===== config.mk =====
export PLATFORM = sky130hd
export DESIGN_NAME = node_feeder
export DESIGN_NICKNAME = d
export VERILOG_FILES = /design/src/rtl/node_feeder.sv
export SDC_FILE = /design/constraint.sdc
export NUM_CORES = 1
export LEC_CHECK = 0
export BUFFER_PORTS_ARGS = -buffer_cell sky130_fd_sc_hd__buf_2
export CAP_MARGIN = 0
export CORE_UTILIZATION = 50
export CTS_CLUSTER_SIZE = 24
export DETAILED_ROUTE_END_ITERATION = 8
export GPL_TIMING_DRIVEN = 0
export MAX_ROUTING_LAYER = met4
export PLACE_DENSITY = 0.76
export SYNTH_ARGS = -nofsm -noshare
export SYNTH_HDL_FRONTEND = slang
export SYNTH_SLANG_ARGS = --single-unit

===== constraint.sdc =====
create_clock -name clk -period 4 [get_ports clk]
set_clock_uncertainty 0.05 [all_clocks]
set_input_delay 0.4 -clock clk [delete_from_list [all_inputs] [get_ports clk]]
set_output_delay 0.4 -clock clk [all_outputs]
set_load 0.005 [all_outputs]

===== src/rtl/node_feeder.sv =====
`timescale 1ns/1ps
`default_nettype none
// ============================================================================
// Module      : node_feeder
// Description : Assembles serial weight/bias and input-sample streams into the
//               packed buses of one neural node, waits a fixed evaluation time
//               and returns the node output as a handshaked result beat.
// Revision    : 1.0 - initial release
// ============================================================================
module node_feeder #(
    parameter int N_INPUTS     = 16,
    parameter int WEIGHT_BITS  = 3,
    parameter int INPUT_BITS   = 3,
    parameter int OUTPUT_BITS  = 3,
    parameter int NODE_LATENCY = 2
) (
    input  logic                            clk,
    input  logic                            reset,
    input  logic                            w_valid,
    output logic                            w_ready,
    input  logic [WEIGHT_BITS-1:0]          w_data,
    input  logic                            w_last,
    input  logic                            x_valid,
    output logic                            x_ready,
    input  logic [INPUT_BITS-1:0]           x_data,
    output logic [N_INPUTS*INPUT_BITS-1:0]  inputs_t,
    output logic [N_INPUTS*WEIGHT_BITS-1:0] weights_t,
    output logic [WEIGHT_BITS-1:0]          bias_t,
    input  logic [OUTPUT_BITS-1:0]          outputs_t,
    output logic                            r_valid,
    input  logic                            r_ready,
    output logic [OUTPUT_BITS-1:0]          r_data,
    output logic                            w_loaded,
    output logic                            err
);

    localparam int c_CNT_W  = $clog2(N_INPUTS + 1);
    localparam int c_EVAL_W = $clog2(NODE_LATENCY + 1);

    typedef enum logic [1:0] {
        W_LOAD = 2'd0,
        X_LOAD = 2'd1,
        EVAL   = 2'd2,
        RESULT = 2'd3
    } state_t;

    state_t                          r_state;
    logic [c_CNT_W-1:0]              r_w_cnt;
    logic [c_CNT_W-1:0]              r_x_cnt;
    logic [c_EVAL_W-1:0]             r_eval_cnt;
    logic [N_INPUTS*INPUT_BITS-1:0]  r_stage;

    logic                            w_x_idle;
    logic                            w_wfire;
    logic                            w_xfire;
    logic                            w_is_bias;
    logic                            w_frame_err;
    logic                            w_x_is_last;
    logic [N_INPUTS*INPUT_BITS-1:0]  w_inputs_next;

    assign w_x_idle = (r_x_cnt == '0);

    // A weight beat pre-empts a new sample only before its first input beat,
    // so x_ready looks at w_valid but never at x_valid.
    assign w_ready = reset && ((r_state == W_LOAD) || ((r_state == X_LOAD) && w_x_idle));
    assign x_ready = reset && (r_state == X_LOAD) && !(w_x_idle && w_valid);

    assign w_wfire     = w_valid && w_ready;
    assign w_xfire     = x_valid && x_ready;
    assign w_is_bias   = (r_w_cnt == c_CNT_W'(N_INPUTS));
    assign w_frame_err = (w_last != w_is_bias);
    assign w_x_is_last = (r_x_cnt == c_CNT_W'(N_INPUTS - 1));

    always_comb begin
        w_inputs_next = r_stage;
        w_inputs_next[(N_INPUTS-1)*INPUT_BITS +: INPUT_BITS] = x_data;
    end

    always_ff @(posedge clk or negedge reset) begin
        if (!reset) begin
            r_state    <= W_LOAD;
            r_w_cnt    <= '0;
            r_x_cnt    <= '0;
            r_eval_cnt <= '0;
            r_stage    <= '0;
            inputs_t   <= '0;
            weights_t  <= '0;
            bias_t     <= '0;
            r_valid    <= 1'b0;
            r_data     <= '0;
            w_loaded   <= 1'b0;
            err        <= 1'b0;
        end else if (w_wfire) begin
            if (w_frame_err) begin
                err      <= 1'b1;
                r_w_cnt  <= '0;
                w_loaded <= 1'b0;
                r_state  <= W_LOAD;
            end else if (w_is_bias) begin
                bias_t   <= w_data;
                r_w_cnt  <= '0;
                w_loaded <= 1'b1;
                r_state  <= X_LOAD;
            end else begin
                weights_t[r_w_cnt*WEIGHT_BITS +: WEIGHT_BITS] <= w_data;
                r_w_cnt  <= r_w_cnt + c_CNT_W'(1);
                w_loaded <= 1'b0;
                r_state  <= W_LOAD;
            end
        end else begin
            case (r_state)
                X_LOAD: begin
                    if (w_xfire) begin
                        if (w_x_is_last) begin
                            inputs_t   <= w_inputs_next;
                            r_x_cnt    <= '0;
                            r_eval_cnt <= '0;
                            r_state    <= EVAL;
                        end else begin
                            r_stage[r_x_cnt*INPUT_BITS +: INPUT_BITS] <= x_data;
                            r_x_cnt <= r_x_cnt + c_CNT_W'(1);
                        end
                    end
                end
                EVAL: begin
                    if (r_eval_cnt == c_EVAL_W'(NODE_LATENCY - 1)) begin
                        r_data  <= outputs_t;
                        r_valid <= 1'b1;
                        r_state <= RESULT;
                    end else begin
                        r_eval_cnt <= r_eval_cnt + c_EVAL_W'(1);
                    end
                end
                RESULT: begin
                    if (r_ready) begin
                        r_valid <= 1'b0;
                        r_state <= X_LOAD;
                    end
                end
                default: ;
            endcase
        end
    end

endmodule
`default_nettype wire


=== Word level (Yosys, flattened, before mapping) ===
Cells that the tools add are included.
W data, S select, Z words.

* Bits in registers: 167
* Input port bits: 15
* Output and inout bits: 107
* Word-level logic and storage cells: 89

* $add $sub $neg: 5
* Multiply operators: 2
* Eq/ne operators: 16
* Shifts and indexed selects: 4
* Multiplexer cells: 22
* Bitwise operators: 4
* Reduce and logical (&&, ||, !) cells: 24

{| class="wikitable"
|+ Operators with widths
! operator !! number
|-
| $bwmux W48 || 2
|-
| $shift A3 B34 Y48 const A || 2
|-
| $shiftx A3 B34 Y48 || 2
|-
| $neg A7 Y34 || 2
|-
| $mux W2 || 8
|-
| $mux W5 || 3
|-
| $mul A5 B2 Y7 const B || 2
|-
| $ne A3 B3 Y1 const B || 4
|-
| $reduce_and A3 Y1 || 4
|-
| $reduce_and A4 Y1 || 3
|-
| $add A5 B1 Y5 const B || 2
|-
| $ne A2 B2 Y1 const B || 5
|-
| $reduce_and A5 Y1 || 2
|-
| $logic_and A1 B1 Y1 || 7
|-
| $mux W1 || 6
|-
| $pmux W2 S3 || 1
|-
| $eq A5 B4 Y1 const B || 1
|-
| $eq A5 B5 Y1 const B || 1
|-
| $logic_not A5 Y1 || 1
|-
| $eq A2 B1 Y1 const B || 2
|-
| $eq A2 B2 Y1 const B || 2
|-
| $not A1 Y1 || 4
|-
| $pmux W2 S2 || 1
|-
| $reduce_bool A2 Y1 || 2
|-
| 8 further kinds || 8
|}

=== Depth between registers and ports, before layout ===
* Word-level depth: 8
* Depth in mapped cells: 11
* Gate-level depth less buffers: 10

=== Least setup slack after synthesis ===
No wires, ideal clock.

* Kind: register to register
* Start point: register r_w_cnt[0]
* End point: register weights_t[36]
* Library setup time: 0.125 ns
* Arrival: 2.637 ns
* Data required time: 3.825 ns
* Slack: 1.188 ns
* Cell stages (with the launch flop): 12
* Buffers on the path: 1
* Clock period less this slack: 2.812 ns
* Path through: dfrtp_1 -> buf_2 -> inv_1 -> ha_1 -> nor3b_1 -> ha_1 -> inv_1 -> ha_1 -> nand3b_1 -> nor4b_4 -> and3_1 -> mux2_2

* Word-level cells in the longest chain between the ends: 4
* Elaborated cells between the ends (all ways): 10
* Classes of those cells: add/sub: 1; mul: 1; eq/ne: 2; shift: 2; mux: 1; bitwise: 2; reduce/logical: 1

{| class="wikitable"
|+ Ends and longest elaborated chain
! item !! line !! RTL
|-
| start, declared || 48 || <nowiki>logic [c_CNT_W-1:0] r_w_cnt;</nowiki>
|-
| start signal, assigned || 106 || <nowiki>r_w_cnt <= r_w_cnt + c_CNT_W'(1);</nowiki>
|-
| $mul A5 B2 Y7 / $eq A5 B5 Y1 (equally long branches) || 105, 70 ||
|-
| $neg A7 Y34 / $ne A1 B1 Y1 (equally long branches) || 105, 71 ||
|-
| $shiftx A3 B34 Y48 (tied with other cells) || 105 || <nowiki>weights_t[r_w_cnt*WEIGHT_BITS +: WEIGHT_BITS] <= w_data;</nowiki>
|-
| $bwmux W48 / $reduce_and A3 Y1 (equally long branches) || -- ||
|-
| end signal, assigned by index || 105 ||
|-
| end, declared || 27 || <nowiki>output logic [N_INPUTS*WEIGHT_BITS-1:0] weights_t,</nowiki>
|}

Several ways; a longest one is shown, not always the timed one.
A chain may end at the register's enable or synchronous reset.

=== Worst setup path after layout ===
* Start point: register r_w_cnt[0]
* End point: register weights_t[38]

The elaborated chain is that of the path after synthesis.

==> impl_results.md <==
- Post-synthesis sequential area ratio: 0.583
- Area of the multi-input gates: 2790 µm²
- Total count of max-transition violations in the final report: 0
- Fraction of synthesis flops using an asynchronous set or reset pin: 1.00
- Placer congestion estimate: 0.851
- Post-placement worst setup slack: 0.800 ns
- Routing layer with the top usage in global route: met2
- Total via count after detailed routing: 4,588
- Ys flop type: sky130_fd_sc_hd__dfrtp_1
- Finish-stage setup viols: 0
- Die W: 121 µm
- Leakage component of the power: 0.00457 µW
- Maximum clock frequency: 309 MHz
- Pin count of the biggest net entering global routing: 110
- Placeable Area: 13,500 µm²
- Count of distinct cell types in the synthesized netlist: 52
- Outcome: finished clean
- H-tree lvl count: 4
- Vias per cell: 5.50
- Startpoint of the tightest hold check path: outputs_t[0]
- Fin worst setup slack: 0.759 ns
- Average wire length per cell after detail routing: 17.5 µm
- Data arrival time of the critical path: 3.50 ns
- CTS clk-pin slew, worst paths: 0.07 ns
- Launching element of the worst setup path: r_w_cnt[0]$_DFFE_PN0P_
- Area of the mapped netlist: 7040 µm²
- Met2 track demand over resource in global routing: 0.357
- Worst slew slack as a fraction of its limit: 0.468
- Number of cell rows: 42
- GRT met3 Usage: 0.0519
- Type of the worst setup path: reg -> reg
- Maximum count of clock buffers along a single path: 2
- Mean area per synthesized cell: 14.0 µm²
- Data required time at the worst endpoint: 4.26 ns
- Iter 0 DRT Violations: 251
- Crit path time final: 3.24 ns
- Post-detailed-placement half-perimeter wirelength: 10,200 µm
- Number of maximum-capacitance violations: 0
- Sequential cell area: 4100 µm²
- Total global routing track utilization: 0.220
- Synthesis warning total: 0
- Initial Utilization: 0.521
- Count of boundary I/O pins: 122
- DIE AREA: 14,500 µm²
- Global route total overflow: 0
- Global-route wire length before repair: 23,700 µm
- Proportion of layout cells with a drive suffix above 1: 0.482
- Number of routed nets with antenna violations: 0
- Hold Crit Class: in -> reg
- Total routed wirelength: 14,600 µm
- TritonCTS clock tree: built
- Clock insertion delay at the later pin of the skew report: 0.43 ns
- Layout area overhead: 20.4%
- Number of antenna repair diodes: 0
- Clock net sink count: 164
- Final Instance Area: 8470 µm²
- NumNets Final: 674
- Vias in the first global route: 4,602
- Iteration count of the initial detailed-routing pass: 4
- Number of setup buffers added after CTS: 0
- Cell Area, Placed: 7900 µm²
- Worst Tran Pin Value: 0.793 ns
- Element type at the critical path start: register
- Worst-path maximum fanout: 10
- Met1 Use GR: 0.272
- Number of storage elements in the synthesis netlist: 164
- Die Height: 121 µm
- Number of port buffers: 121
- Final period utilization: 0.810
- Drc violations: 0
- Most frequent cells in the layout: sky130_fd_sc_hd__dfrtp_1, sky130_fd_sc_hd__mux2_2, sky130_fd_sc_hd__buf_2
- Final count of hold timing violations: 0
- Crit. End Element: register
- Cell count after synthesis: 504
- Number of fillers in the final layout: 1,030
- Initial antenna violation count: 0
- Number of buffers added by the clock tree synthesis step: 17
- Most common cell after layout, fill and taps aside: sky130_fd_sc_hd__dfrtp_1
- Clock root buffer: sky130_fd_sc_hd__clkbuf_16
- Source of the worst register-to-register timing path: r_w_cnt[0]$_DFFE_PN0P_
- EDFF count, synth: 0
- Setup repair after global routing missed its margin: no
- Max VDD drop: 0.285 mV
- Number of nets in the synthesized netlist: 532
- Power per standard cell area: 543 nW/µm²
==> path summary, 6_finish.rpt <==
kind                                             end  slack, ns  cells past startpoint
setup / recovery           weights_t[38]$_DFFE_PN0P_       0.76                     11
hold / removal                 r_data[0]$_DFFE_PN0P_       0.15                      2
setup reg to reg           weights_t[38]$_DFFE_PN0P_       0.76                     11
hold reg to reg                      err$_DFFE_PN0P_       0.42                      1
max in group asynchronous   inputs_t[36]$_DFFE_PN0P_       2.56                      3
min in group asynchronous      r_data[1]$_DFFE_PN0P_       0.46                      2
==> critical path, cell delays in order, from the launching register on <==
cell	delay, ns
sky130_fd_sc_hd__dfrtp_1	0.40
sky130_fd_sc_hd__buf_2	0.22
sky130_fd_sc_hd__inv_1	0.10
sky130_fd_sc_hd__ha_1	0.24
sky130_fd_sc_hd__nor3b_1	0.16
sky130_fd_sc_hd__ha_1	0.27
sky130_fd_sc_hd__inv_1	0.12
sky130_fd_sc_hd__ha_1	0.19
sky130_fd_sc_hd__nand3b_1	0.21
sky130_fd_sc_hd__nor4b_4	0.49
sky130_fd_sc_hd__and3_1	0.30
sky130_fd_sc_hd__mux2_2	0.36
==> kinds of logic (layout without fill, tap and decap cells) <==
logic type      count (synthesis)  after routing  synth area share
flops                         164            164             0.583
fa+ha+maj                      13             13            0.0231
compound gates                 23             23            0.0238
buf+inv                        32            186            0.0197
xor+xnor                        7              7           0.00978
simple gates                  116            116             0.102
mux                           149            149             0.238
==> state kept, by name, summed over array words and instances, names as in the netlist <==
name	count
r_state	2
err	1
w_loaded	1
r_w_cnt	5
r_data	3
bias_t	3
weights_t	48
inputs_t	48
r_stage	45
r_valid	1
r_eval_cnt	2
r_x_cnt	5
==> layer usage <==
layer  routed length (µm)  up-vias
met5                    0        -
met4                  233        0
met3                  704       19
met2                 7350      123
met1                 6290     2353
li1                     -     2093
==> synth_stat cells, types with 2 or more instances <==
| cell | instances | area [µm²] |
|---|---|---|
| sky130_fd_sc_hd__nand2_1 | 14 | 52.6 |
| sky130_fd_sc_hd__xnor2_1 | 3 | 26.3 |
| sky130_fd_sc_hd__a22o_1 | 2 | 17.5 |
| sky130_fd_sc_hd__nand3b_1 | 4 | 30.0 |
| sky130_fd_sc_hd__a21boi_1 | 2 | 15.0 |
| sky130_fd_sc_hd__and3b_1 | 2 | 17.5 |
| sky130_fd_sc_hd__o22ai_1 | 2 | 12.5 |
| sky130_fd_sc_hd__nor3_1 | 6 | 30.0 |
| sky130_fd_sc_hd__nor2_1 | 11 | 41.3 |
| sky130_fd_sc_hd__nand3_1 | 25 | 125 |
| sky130_fd_sc_hd__nor4_4 | 2 | 42.5 |
| sky130_fd_sc_hd__ha_1 | 13 | 163 |
| sky130_fd_sc_hd__dfrtp_1 | 164 | 4100 |
| sky130_fd_sc_hd__clkbuf_1 | 10 | 37.5 |
| sky130_fd_sc_hd__mux2_1 | 3 | 33.8 |
| sky130_fd_sc_hd__xor2_1 | 3 | 26.3 |
| sky130_fd_sc_hd__buf_2 | 9 | 45.0 |
| sky130_fd_sc_hd__mux2_2 | 143 | 1610 |
| sky130_fd_sc_hd__nand2b_1 | 5 | 31.3 |
| sky130_fd_sc_hd__nor3b_1 | 2 | 15.0 |
| sky130_fd_sc_hd__mux2i_1 | 3 | 30.0 |
| sky130_fd_sc_hd__nor4_2 | 2 | 25.0 |
| sky130_fd_sc_hd__a21o_1 | 2 | 15.0 |
| sky130_fd_sc_hd__nand4_1 | 3 | 18.8 |
| sky130_fd_sc_hd__inv_1 | 12 | 45.0 |
| sky130_fd_sc_hd__o21ai_0 | 5 | 25.0 |
| sky130_fd_sc_hd__and3_1 | 18 | 113 |
| sky130_fd_sc_hd__nor2b_1 | 3 | 18.8 |
| sky130_fd_sc_hd__nor4_1 | 3 | 18.8 |
| sky130_fd_sc_hd__and2_1 | 6 | 37.5 |
==> report_power, final <==
part	total, µW	switching (µW)	internal (µW)
Sequential	2000	146	1860
Clock	1550	673	877
Combinational	1050	614	435
==> repair_timing <==
action,in CTS,in global routing
gates resized for setup,0,0
hold buffers,1,0
endpoints found under the hold margin,59,0
==> layout make-up <==
type / count / area share
plain buffers: 20 / 0.0111
clock buffers: 18 / 0.0519
clock inverters: 13 / 0.0148
inverters: 12 / 0.00532
multi-input cells: 308 / 0.330
flip-flops and latches: 164 / 0.485
well taps: 176 / 0.0260
repair buffers: 123 / 0.0767
==> per-stage QoR <==
stage / hold WS (ns) / TNS [ns] / cells / utilization / power, µW
after global routing: 0.148 / 0 / 834 / 0.627 / 4830
after detailed placement: 0.356 / 0 / 802 / 0.585 / 3070
final: 0.151 / 0 / 834 / 0.627 / 4600
after global placement: 0.393 / -135.53 / 801 / 0.582 / 3020
after CTS: 0.138 / 0 / 834 / 0.627 / 4630
after floorplan: 0.0544 / 0 / 504 / - / 2730
Power figures use the tool's default switching activity.
